===== src/rtl/rvfpm_commit_queue.sv =====
// rvfpm_commit_queue
// In-order issue/commit buffer between the CORE-V-XIF issue/commit interfaces
// and the rvfpm execution pipeline. An accepted instruction waits in the queue
// until the core commits it. Killed entries are dropped at the head without
// ever reaching the FPU, so the FPU never starts a speculative instruction.
//
// Optional feature macro: RVFPM_COMMIT_QUEUE_STATS_EN adds the disp_cnt and
// kill_cnt counters.
//
// Handshakes: a transfer happens on a rising edge where valid and ready are
// both 1. disp_valid never depends on disp_ready, and once disp_valid is high,
// it and the presented head stay stable until disp_ready is sampled 1.
module rvfpm_commit_queue #(
    parameter int DEPTH      = 4,
    parameter int X_ID_WIDTH = 4
) (
    input  logic                    ck,
    input  logic                    rst,
    input  logic                    issue_valid,
    output logic                    issue_ready,
    input  logic                    issue_accept,
    input  logic [31:0]             issue_instr,
    input  logic [X_ID_WIDTH-1:0]   issue_id,
    input  logic                    commit_valid,
    input  logic [X_ID_WIDTH-1:0]   commit_id,
    input  logic                    commit_kill,
    output logic                    disp_valid,
    input  logic                    disp_ready,
    output logic [31:0]             disp_instr,
    output logic [X_ID_WIDTH-1:0]   disp_id,
    output logic [$clog2(DEPTH):0]  count,
    output logic                    commit_err
`ifdef RVFPM_COMMIT_QUEUE_STATS_EN
    ,
    output logic [31:0]             disp_cnt,
    output logic [31:0]             kill_cnt
`endif
);

    localparam int PW = $clog2(DEPTH);
    localparam int CW = PW + 1;

    logic [DEPTH-1:0]      ent_valid;
    logic [DEPTH-1:0]      ent_committed;
    logic [DEPTH-1:0]      ent_killed;
    logic [31:0]           ent_instr [DEPTH];
    logic [X_ID_WIDTH-1:0] ent_id    [DEPTH];

    logic [PW-1:0] head;
    logic [PW-1:0] tail;

    logic push;
    logic pop;
    logic kill_pop;
    logic disp_fire;

    logic          cm_hit;
    logic [PW-1:0] cm_idx;
    logic [PW-1:0] scan_idx;
    logic          cm_new;
    logic          cm_miss;

    // Head presentation and push/pop decisions; all derived from registers
    // plus the request inputs, never from disp_ready into disp_valid.
    always_comb begin
        issue_ready = (count != CW'(DEPTH));
        push        = issue_valid && issue_ready && issue_accept;
        disp_valid  = ent_valid[head] && ent_committed[head] && !ent_killed[head];
        disp_instr  = ent_instr[head];
        disp_id     = ent_id[head];
        kill_pop    = ent_valid[head] && ent_killed[head];
        disp_fire   = disp_valid && disp_ready;
        pop         = kill_pop || disp_fire;
    end

    // Find the oldest unresolved entry matching commit_id, scanning from head;
    // fall back to the entry being written this cycle, else flag an error.
    always_comb begin
        cm_hit   = 1'b0;
        cm_idx   = '0;
        scan_idx = '0;
        for (int i = 0; i < DEPTH; i++) begin
            scan_idx = head + PW'(i);
            if (!cm_hit && ent_valid[scan_idx] && (ent_id[scan_idx] == commit_id) &&
                !ent_committed[scan_idx] && !ent_killed[scan_idx]) begin
                cm_hit = 1'b1;
                cm_idx = scan_idx;
            end
        end
        cm_new  = commit_valid && !cm_hit && push && (issue_id == commit_id);
        cm_miss = commit_valid && !cm_hit && !cm_new;
    end

    // Queue storage, pointers, occupancy and the sticky commit error.
    always_ff @(posedge ck) begin
        if (rst) begin
            for (int i = 0; i < DEPTH; i++) begin
                ent_instr[i] <= '0;
                ent_id[i]    <= '0;
            end
            ent_valid     <= '0;
            ent_committed <= '0;
            ent_killed    <= '0;
            head          <= '0;
            tail          <= '0;
            count         <= '0;
            commit_err    <= 1'b0;
        end else begin
            // The tail slot is always free when push is allowed, so it never
            // collides with the commit target or the popped head.
            if (push) begin
                ent_valid[tail]     <= 1'b1;
                ent_instr[tail]     <= issue_instr;
                ent_id[tail]        <= issue_id;
                ent_committed[tail] <= cm_new && !commit_kill;
                ent_killed[tail]    <= cm_new && commit_kill;
                tail                <= tail + 1'b1;
            end
            if (commit_valid && cm_hit) begin
                ent_committed[cm_idx] <= !commit_kill;
                ent_killed[cm_idx]    <= commit_kill;
            end
            if (pop) begin
                ent_valid[head] <= 1'b0;
                head            <= head + 1'b1;
            end
            if (cm_miss) begin
                commit_err <= 1'b1;
            end
            case ({push, pop})
                2'b10:   count <= count + 1'b1;
                2'b01:   count <= count - 1'b1;
                default: count <= count;
            endcase
        end
    end

`ifdef RVFPM_COMMIT_QUEUE_STATS_EN
    // Free-running statistics: dispatch handshakes and dropped killed entries.
    always_ff @(posedge ck) begin
        if (rst) begin
            disp_cnt <= '0;
            kill_cnt <= '0;
        end else begin
            if (disp_fire) disp_cnt <= disp_cnt + 32'd1;
            if (kill_pop)  kill_cnt <= kill_cnt + 32'd1;
        end
    end
`endif

endmodule

===== config.mk =====
export PLATFORM = sky130hd
export DESIGN_NAME = rvfpm_commit_queue
export DESIGN_NICKNAME = d
export VERILOG_FILES = /design/src/rtl/rvfpm_commit_queue.sv
export SDC_FILE = /design/constraint.sdc
export NUM_CORES = 1
export LEC_CHECK = 0
export BUFFER_PORTS_ARGS = -buffer_cell sky130_fd_sc_hd__buf_2
export CAP_MARGIN = 0
export CORE_UTILIZATION = 47
export DETAILED_ROUTE_END_ITERATION = 10
export PLACE_DENSITY = 0.74
export SYNTH_ARGS = -nofsm -noshare
export SYNTH_HDL_FRONTEND = slang
export SYNTH_SLANG_ARGS = --single-unit

===== constraint.sdc =====
create_clock -name ck -period 3.55 [get_ports ck]
set_input_delay 0.1775 -clock ck [delete_from_list [all_inputs] [get_ports ck]]
set_output_delay 0.1775 -clock ck [all_outputs]
set_load 0.02 [all_outputs]

Word-level counts from Yosys, hierarchy flattened. Memory sizes are Yosys's and may differ from the RTL's. A register that Yosys moved wholly into a read port is not among the register bits. Cells that the tools add are included.

Equal/unequal tests: 8. Multiplexer cells: 67. $add $sub $neg: 6. Div/mod/pow operators: 0. Shifts and indexed selects: 0. Order comparisons: 9. Multipliers: 0. Reductions and logical operators: 49. Bitwise logic cells: 3.

Operators by type and width (number): 2-to-1 mux 4 bit (10); 2-to-1 mux 32 bit (1); OR reduction 32 bit (1); logical AND 1 bit (31); 2-to-1 mux 1 bit (26); binary-select mux 1 bit (select 2 bit) (12); equality test 4 bit (5); 2-to-1 mux 2 bit (10); less-than comparator 2 x 3 -> 1 bit (second input constant) (6); bitwise mux 4 bit (4); zero test 1 bit (14); demux 1 bit (select 2 bit) (3); >= comparator 2 x 1 -> 1 bit (second input constant) (3); one-hot mux 3 bit (2 select lines) (1); adder 2 x 1 -> 2 bit (second input constant) (2); adder 2 bit (second input constant) (2); AND 4 bit (1); NOT 4 bit (1); bitwise OR 4 bit (1); OR reduction 4 bit (1); adder 3 x 1 -> 3 bit (second input constant) (1); inequality test 3 bit (second input constant) (1); subtractor 3 x 1 -> 3 bit (second input constant) (1); equality test 2 x 1 -> 1 bit (second input constant) (1); 3 further kinds (3).

ROM bits: 0. Memories kept: 2. Register bits: 20. Input port bits: 47. Output and inout port bits: 42. Latch bits: 0. Bits in writable memories: 144. Word-level logic and storage cells: 151.

Memory list: ent_instr (depth 4, width 32, rd ports 1, clocked after memory_dff 1, wr ports 4, line 46) `logic [31:0] ent_instr [DEPTH];`; ent_id (depth 4, width 4, rd ports 4, clocked after memory_dff 1, wr ports 4, line 47) `logic [X_ID_WIDTH-1:0] ent_id [DEPTH];`.

Longest topological paths before layout. Gate-level depths: netlist of run 1.

Depth in word-level cells: 34. Gate-level depth with buffers: 13. Depth with buffers taken out: 10.

Least setup slack after synthesis of run 1. Ideal clock, no wire load.

Path kind: register -> register. From: register head[0]. To: register ent_killed[1]. Cell stages (with the launch flop): 14. Buffers on the path: 3. Library setup time: 0.076 ns. Data arrival time: 2.761 ns. Required time: 3.474 ns. Path slack: 0.714 ns. Path through: dfxtp_1 > buf_6 > buf_12 > inv_1 > ha_1 > clkbuf_2 > mux4_1 > xnor2_1 > nand2_1 > a21oi_1 > or4b_4 > nor4_4 > mux2i_1 > o22ai_1.

RTL lines: from (decl) (line 49) `logic [PW-1:0] head;`; from (signal assigned) (line 125) `head <= head + 1'b1;`; adder 2 bit (*) (line 83) `scan_idx = head + PW'(i);`; named net scan_idx[0] (line 59) `logic [PW-1:0] scan_idx;`; branches (longest 16 deep; another with memory read (4 x 4 bit)); 2-to-1 mux 4 bit (*) (line 119) `if (commit_valid && cm_hit) begin`; to (signal, indexed assignment) (line 116) `ent_killed[tail] <= cm_new && commit_kill;`; to (signal, indexed assignment) (line 121) `ent_killed[cm_idx] <= commit_kill;`; to (decl) (line 45) `logic [DEPTH-1:0] ent_killed;`.

Mark *: on every way through the listed nets, which the timed path passes. The select of a mux whose other input is x is not followed. A chain may end at the register's enable or synchronous reset.

Worst setup path after layout of run 1. Same ends and word-level chain as after synthesis.

==> results of run 1 <==
-- synthesized netlist by cell type (all sizes together) (3+ instances only) --
master	instances
buf	10
and2	144
inv	12
nor4	4
or2	4
nor2	19
nand2	15
ha	9
nor3	6
edfxtp	144
o21ai	3
a211oi	4
mux2i	18
a21oi	15
nand2b	3
mux4	46
nand3	6
dfxtp	22
o22ai	7
xnor2	13
clkbuf	24
xor2	15
o32ai	3
-- worst max-delay path, stage by stage, from the launching register on --
cell,delay [ns]
sky130_fd_sc_hd__dfxtp_1,0.55
sky130_fd_sc_hd__inv_1,0.22
sky130_fd_sc_hd__ha_1,0.50
sky130_fd_sc_hd__mux4_1,0.36
sky130_fd_sc_hd__xnor2_1,0.14
sky130_fd_sc_hd__nand2_1,0.10
sky130_fd_sc_hd__a21oi_1,0.07
sky130_fd_sc_hd__or4b_4,0.54
sky130_fd_sc_hd__nor4_4,0.31
sky130_fd_sc_hd__mux2i_1,0.13
sky130_fd_sc_hd__o22ai_1,0.15
-- stage by stage --
step | worst slack (ns) | hold slack, ns | utilization (%) | area [sq um]
after floorplan | 0.714 | 0.376 | - | 8160
after CTS | 0.411 | 0.0428 | 56.4 | 9460
after global routing | 0.168 | 0.0471 | 56.4 | 9460
after detailed placement | 0.404 | 0.465 | 52.7 | 8840
final | 0.401 | 0.0569 | 56.4 | 9460
after global placement | 0.514 | 0.466 | 52.7 | 8840
-- area by class of cell --
class	count	area, sq um	share of cell area [%]
clock buffers	18	429	4.54
clock inverters	14	193	2.04
inverters	12	45.0	0.476
multi-input cells	351	3190	33.7
flip-flops and latches	166	4770	50.4
well taps	220	275	2.91
repair buffers	101	563	5.95
-- final timing paths --
check                  start                to  cells past startpoint
max                  head[0]     ent_killed[1]                     10
min          issue_instr[20]  ent_instr[1][20]                      2
max reg2reg          head[0]     ent_killed[1]                     10
min reg2reg       commit_err        commit_err                      2
-- state kept, by name (all words and copies together), names as in the netlist, named ones only --
register and cells:
commit_err 1, count 3, ent_committed 4, ent_id 16, ent_instr 128, ent_killed 4
ent_valid 4, head 2, tail 2
-- power groups by stage --
stage / registers, mW / clock network, mW / logic (mW)
6_report: 2.23 / 1.92 / 0.316
5_1_grt: 2.24 / 2.01 / 0.344
4_1_cts: 2.24 / 1.94 / 0.321
3_5_place_dp: 2.28 / 0 / 0.319
3_3_place_gp: 2.27 / 0 / 0.315
2_1_floorplan: 2.27 / 0 / 0.194
-- routing by layer --
layer / global-route usage (%) / wire length [um] / vias up
met3: 5.44 / 1030 / 22
met2: 36.2 / 8920 / 137
met4: 6.38 / 192 / 2
li1: - / - / 2264
met1: 25.1 / 7020 / 2427
met5: 0 / 13 / -
-- layout by cell type, fill, tap and decap left out, types with 4 or more instances in the layout --
master,n
sky130_fd_sc_hd__and2_1,144
sky130_fd_sc_hd__edfxtp_1,144
sky130_fd_sc_hd__buf_2,88
sky130_fd_sc_hd__mux4_2,37
sky130_fd_sc_hd__dfxtp_1,20
sky130_fd_sc_hd__nor2_1,18
sky130_fd_sc_hd__mux2i_1,17
sky130_fd_sc_hd__clkbuf_16,17
sky130_fd_sc_hd__a21oi_1,15
sky130_fd_sc_hd__xor2_1,15
sky130_fd_sc_hd__nand2_1,15
sky130_fd_sc_hd__xnor2_1,13
sky130_fd_sc_hd__inv_1,12
sky130_fd_sc_hd__buf_4,11
sky130_fd_sc_hd__mux4_1,9
sky130_fd_sc_hd__ha_1,9
sky130_fd_sc_hd__o22ai_1,7
sky130_fd_sc_hd__nand3_1,6
sky130_fd_sc_hd__a211oi_1,4
-- logic make-up (layout without fill, tap and decap cells) --
group / Yosys count / count (layout) / share of synthesized area (%)
fa+ha+maj: 10 / 10 / 1.63
xor+xnor: 28 / 28 / 3.01
compound gates: 38 / 38 / 2.95
simple gates: 211 / 211 / 15.8
buf+inv: 46 / 145 / 2.72
mux: 64 / 64 / 15.5
flops: 166 / 166 / 58.4
==> results_tabular.tex, run 1 <==
\begin{tabular}{lr}
\hline
Metric & Value \\
\hline
\multicolumn{2}{l}{\textbf{Clock tree}} \\
Root buffer selected by CTS & sky130\_fd\_sc\_hd\_\_clkbuf\_16 \\
Clock transition at the registers of the reported paths & 0.07 ns \\
Clock insertion delay at the later pin of the skew report & approximately 0.42 ns \\
CTS tree & done \\
Post-CTS Setup Repair Bufs & 0 \\
Maximum count of clock buffers along a single path & 2 \\
Quantity of hold-fixing buffers added after cts & 0 \\
Count of H-tree levels built during CTS & 4 \\
Sink count of the clock tree & 166 \\
TritonCTS Buffers & 17 \\
Post-cts resize count & 0 \\
\multicolumn{2}{l}{\textbf{STA}} \\
Max-slew headroom & 58.7\% \\
Sum Neg Setup Slack & 0 ns \\
Setup repair after global routing missed its margin & false \\
Final worst path period need & 3.15 ns \\
Hold violation total from the final report & 0 \\
Number of max-slew violations in the final report & 0 \\
Maximum clock frequency & 0.318 GHz \\
Total of endpoints with negative setup slack in the final report & 0 \\
Actual transition at the worst max-transition pin & 0.619 ns \\
Period utilization & between 80\% and 90\% \\
Fin Clk Skew & roughly 0.011 ns \\
\multicolumn{2}{l}{\textbf{Worst setup path}} \\
Critical Setup Path Class & reg2reg \\
Worst Setup End Kind & register \\
Critical Path Start Type & register \\
Worst-path fanout max & 10 \\
Required time of the worst setup path & 3.90 ns \\
Arrival time at the worst endpoint & 3.50 ns \\
Worst reg-to-reg setup slack & 0.40 ns \\
\multicolumn{2}{l}{\textbf{GRT}} \\
Maximum number of pins on one net before global-route repair & 37 \\
Gr usage total & between 20\% and 30\% \\
First-pass GRT wire length & between 20000 and 30000 um \\
Sum of overflow across all layers after global routing & 0 \\
Vias in the first global route & 5169 \\
Number of antenna violations at the first check in global routing & 1 \\
\multicolumn{2}{l}{\textbf{Routing}} \\
DR vias & 4852 \\
DRC errors left & 0 \\
Post-DRT Antenna Nets & 0 \\
Number of DRC markers after the initial detailed-route iteration & $\sim$340 \\
Wire per inst & slightly below 20 um \\
WL final & around 17000 um \\
Drt pass-1 iters & 5 \\
Avg Vias per Cell & 5.50 \\
\multicolumn{2}{l}{\textbf{Synth}} \\
Count of mapped cells out of synthesis & 563 \\
Count of flip-flops with a built-in enable after synthesis & 144 \\
Most frequently used flop master after synthesis & sky130\_fd\_sc\_hd\_\_edfxtp\_1 \\
Flip-flop and latch count after synthesis & 166 \\
Share of synthesized area occupied by flip-flops and latches & between 50 and 60\% \\
Library cell with the largest summed area after synthesis & sky130\_fd\_sc\_hd\_\_edfxtp\_1 \\
Netlist area before placement & 0.00816 sq mm \\
Net count after synthesis & between 600 and 700 \\
Share of the synthesized area in the top cell type & 53.0\% \\
Number of warnings issued by yosys & 0 \\
Share of flip-flops with an asynchronous set or reset after synthesis & 0\% \\
Mean cell area of the mapped netlist & 14.5 sq um \\
Unique masters post-synth & 48 \\
Main area contributors after synthesis & sky130\_fd\_sc\_hd\_\_edfxtp\_1, sky130\_fd\_sc\_hd\_\_and2\_1, sky130\_fd\_sc\_hd\_\_mux4\_2, sky130\_fd\_sc\_hd\_\_dfxtp\_1, sky130\_fd\_sc\_hd\_\_mux4\_1 \\
\multicolumn{2}{l}{\textbf{Placed design}} \\
Port bufs & 88 \\
Number of placed cells counting well taps & 850 \\
Hpwl dp & 11200 um \\
Placer Congestion & roughly 0.86 \\
\multicolumn{2}{l}{\textbf{Floorplanning}} \\
Die extent in x & roughly 130 um \\
Area enclosed by the die boundary & 0.0179 sq mm \\
Placeable core area & 0.0168 sq mm \\
Initial core utilization & 48.7\% \\
Top-level I/O count & $\sim$90 \\
Height of the die & approximately 130 um \\
Number of placement rows & 47 \\
\multicolumn{2}{l}{\textbf{Power}} \\
Int Power & between 3 and 4 mW \\
Proportion of power drawn by the clock network & 42.9\% \\
Reg power frac & 50.0\% \\
Share of total power consumed by net switching & 22.6\% \\
Logic gate share of total power & 7.1\% \\
P\_sw & 1.01 mW \\
Peak supply drop & 0.527 mV \\
Leakage Power & 3.56 nW \\
Final total power & 4.47 mW \\
Pwr Density & 472 mW/mm\^{}2 \\
\multicolumn{2}{l}{\textbf{Finish}} \\
Final layout net count & around 710 \\
Non-filler instance count after layout & just under 900 \\
Layout fillers & 1353 \\
Diodes inserted & 0 \\
Post-synthesis to final-layout area growth & 16.0\% \\
Share of layout cells above drive strength 1 & 27.9\% \\
\multicolumn{2}{l}{\textbf{Worst hold path}} \\
Hold crit path type & in2reg \\
\multicolumn{2}{l}{\textbf{Run}} \\
Max-cap violations & 0 \\
\multicolumn{2}{l}{\textbf{Run status}} \\
Result of the run & finished, final reports clean \\
\hline
\end{tabular}
Power figures use the tool's default switching activity.
==> run 2, diff against run 1 <==
HOLD_SLACK_MARGIN = 0.15   (was not set)
==> run 2 against run 1 <==
  * Worst hold slack improved by 0.15 ns
  * Global-route usage rose by 0.37 points
  * Worst setup slack improved by 0.012 ns
  * Critical path depth did not move
  * Count of clock-buffer cells in the layout did not move
  * Final cell count rose by 4.2%
==> results_tabular.tex, run 2 (synthesized netlist as in run 1, its figures left out) <==
\begin{tabular}{lr}
\hline
Metric & Value \\
\hline
\multicolumn{2}{l}{\textbf{GRT}} \\
Maximum number of pins on one net before global-route repair & 37 (unchanged) \\
Sum of overflow across all layers after global routing & 0 (unchanged) \\
Gr usage total & 21.1\% (+0.37 points) \\
First-pass GRT wire length & 28200 um (+1.9\%) \\
Number of antenna violations at the first check in global routing & 0 (-1) \\
Vias in the first global route & 5303 (+2.6\%) \\
\multicolumn{2}{l}{\textbf{STA}} \\
Number of max-slew violations in the final report & 0 (unchanged) \\
Hold violation total from the final report & 0 (unchanged) \\
Total of endpoints with negative setup slack in the final report & 0 (unchanged) \\
Maximum clock frequency & 0.319 GHz (+0.39\%) \\
Minimum hold slack & 0.206 ns (+0.149 ns) \\
PnR worst setup slack & 0.413 ns (+0.0123 ns) \\
Final worst path period need & 3.14 ns (-0.0123 ns) \\
Max-slew headroom & 58.4\% (-0.31 points) \\
Actual transition at the worst max-transition pin & 0.623 ns (+0.00467 ns) \\
Fin Clk Skew & 0.0114 ns (+0.000777 ns) \\
Period utilization & 88.4\% (-0.35 points) \\
Sum Neg Setup Slack & 0 ns (unchanged) \\
Setup repair after global routing missed its margin & false \\
\multicolumn{2}{l}{\textbf{Run status}} \\
Result of the run & finished, final reports clean \\
\multicolumn{2}{l}{\textbf{Floorplanning}} \\
Die extent in x & 134 um (unchanged) \\
Top-level I/O count & 89 (unchanged) \\
Placeable core area & 0.0168 sq mm (unchanged) \\
Area enclosed by the die boundary & 0.0179 sq mm (unchanged) \\
Number of placement rows & 47 (unchanged) \\
Initial core utilization & 48.7\% (unchanged) \\
Height of the die & 134 um (unchanged) \\
\multicolumn{2}{l}{\textbf{Clock tree}} \\
Maximum count of clock buffers along a single path & 2 (unchanged) \\
Clock transition at the registers of the reported paths & 0.07 ns (about the same) \\
Sink count of the clock tree & 166 (unchanged) \\
Root buffer selected by CTS & sky130\_fd\_sc\_hd\_\_clkbuf\_16 \\
Post-CTS Setup Repair Bufs & 0 (unchanged) \\
TritonCTS Buffers & 17 (unchanged) \\
CTS tree & done \\
Count of H-tree levels built during CTS & 4 (unchanged) \\
Quantity of hold-fixing buffers added after cts & 37 (+37) \\
Post-cts resize count & 0 (unchanged) \\
Clock insertion delay at the later pin of the skew report & 0.42 ns (about the same) \\
\multicolumn{2}{l}{\textbf{Power}} \\
P\_sw & 1.02 mW (+1.1\%) \\
Final total power & 4.50 mW (+0.85\%) \\
Peak supply drop & 0.529 mV (+0.37\%) \\
Share of total power consumed by net switching & 22.7\% (+0.058 points) \\
Pwr Density & 458 mW/mm\^{}2 (-3.0\%) \\
Logic gate share of total power & 7.8\% (+0.7 points) \\
Leakage Power & 3.71 nW (+4.3\%) \\
Reg power frac & 49.6\% (-0.4 points) \\
Int Power & 3.48 mW (+0.77\%) \\
Proportion of power drawn by the clock network & 42.6\% (-0.3 points) \\
\multicolumn{2}{l}{\textbf{Finish}} \\
Post-synthesis to final-layout area growth & 20.5\% \\
Non-filler instance count after layout & 919 (+4.2\%) \\
Final layout net count & 743 (+5.2\%) \\
Register with the most flip-flops & ent\_instr \\
Flip-flop count of the largest register, all copies and words added & 128 (unchanged) \\
Commonest cells after routing, fill and taps aside & sky130\_fd\_sc\_hd\_\_and2\_1, sky130\_fd\_sc\_hd\_\_edfxtp\_1, sky130\_fd\_sc\_hd\_\_buf\_2, sky130\_fd\_sc\_hd\_\_mux4\_2, sky130\_fd\_sc\_hd\_\_dlygate4sd3\_1 \\
Biggest registers after layout & ent\_instr (128), ent\_id (16) \\
Share of layout cells above drive strength 1 & 26.5\% (-1.5 points) \\
Post-layout util & 58.6\% (+2.2 points) \\
Diodes inserted & 0 (unchanged) \\
Layout fillers & 1304 (-3.6\%) \\
Final std cell area, no fill & 0.00983 sq mm (+3.9\%) \\
\multicolumn{2}{l}{\textbf{Placed design}} \\
Hpwl dp & 11200 um (unchanged) \\
Number of placed cells counting well taps & 850 (unchanged) \\
Post-placement cell area & 0.00884 sq mm (unchanged) \\
Port bufs & 88 (unchanged) \\
Placer Congestion & 0.856 (unchanged) \\
Worst Setup Slack post-DPL & 0.404 ns (unchanged) \\
\multicolumn{2}{l}{\textbf{Routing}} \\
DRC errors left & 0 (unchanged) \\
WL final & 17700 um (+2.9\%) \\
DR vias & 5032 (+3.7\%) \\
Drt pass-1 iters & 5 (unchanged) \\
Number of DRC markers after the initial detailed-route iteration & 332 (-2.1\%) \\
Post-DRT Antenna Nets & 0 (unchanged) \\
Avg Vias per Cell & 5.48 (-0.47\%) \\
Wire per inst & 19.2 um (-1.3\%) \\
\multicolumn{2}{l}{\textbf{Worst hold path}} \\
Hold crit path type & in2reg \\
\multicolumn{2}{l}{\textbf{Worst setup path}} \\
Worst-path fanout max & 10 (unchanged) \\
Critical Path Start Type & register \\
Arrival time at the worst endpoint & 3.48 ns (-0.02 ns) \\
Worst Setup End Kind & register \\
Critical Setup Path Class & reg2reg \\
Required time of the worst setup path & 3.90 ns (about the same) \\
\multicolumn{2}{l}{\textbf{Run}} \\
Max-cap violations & 0 (unchanged) \\
\hline
\end{tabular}
## run 2: cell count changes in the layout (fill, tap and decap cells not counted)
cell                            before  now
sky130_fd_sc_hd__dlygate4sd3_1       0   37
## run 2: per-layer routing
metal | up-vias | share of wire [%] | GRT usage, %
li1 | 2338 | - | -
met1 | 2511 | 41 | 25.5
met2 | 163 | 52 | 37.1
met3 | 20 | 6.3 | 5.40
met4 | 0 | 1.1 | 6.31
met5 | - | 0 | 0
## run 2: worst max-delay path: stages (launching register included)
cell and delay (ns):
sky130_fd_sc_hd__dfxtp_1 0.56, sky130_fd_sc_hd__inv_1 0.22, sky130_fd_sc_hd__ha_1 0.49, sky130_fd_sc_hd__mux4_1 0.35, sky130_fd_sc_hd__xnor2_1 0.14, sky130_fd_sc_hd__nand2_1 0.10, sky130_fd_sc_hd__a21oi_1 0.07, sky130_fd_sc_hd__or4b_4 0.54
sky130_fd_sc_hd__nor4_4 0.31, sky130_fd_sc_hd__mux2i_1 0.13, sky130_fd_sc_hd__o22ai_1 0.15
## run 2: final timing paths
kind	from	end	slack, ns	cells past startpoint
worst max-delay path	head[0]	ent_killed[1]	0.41	10
worst min-delay path	rst	tail[1]	0.21	2
worst min register to register	commit_err	commit_err	0.48	2
worst max register to register	head[0]	ent_killed[1]	0.41	10
## run 2: cell type report
cell class	count	area, sq um	share of cell area, %
clock buffers	18	429	4.37
clock inverters	14	193	1.96
inverters	12	45.0	0.458
multi-input cells	351	3190	32.4
flip-flops and latches	166	4770	48.5
well taps	220	275	2.80
repair buffers	138	933	9.50
## run 2: power groups by stage
stage          combinational [mW]  clock, mW  sequential (mW)
3_5_place_dp                0.319          0             2.28
4_1_cts                     0.353       1.94             2.24
5_1_grt                     0.379       2.02             2.24
6_report                    0.351       1.92             2.23
2_1_floorplan               0.194          0             2.27
3_3_place_gp                0.315          0             2.27
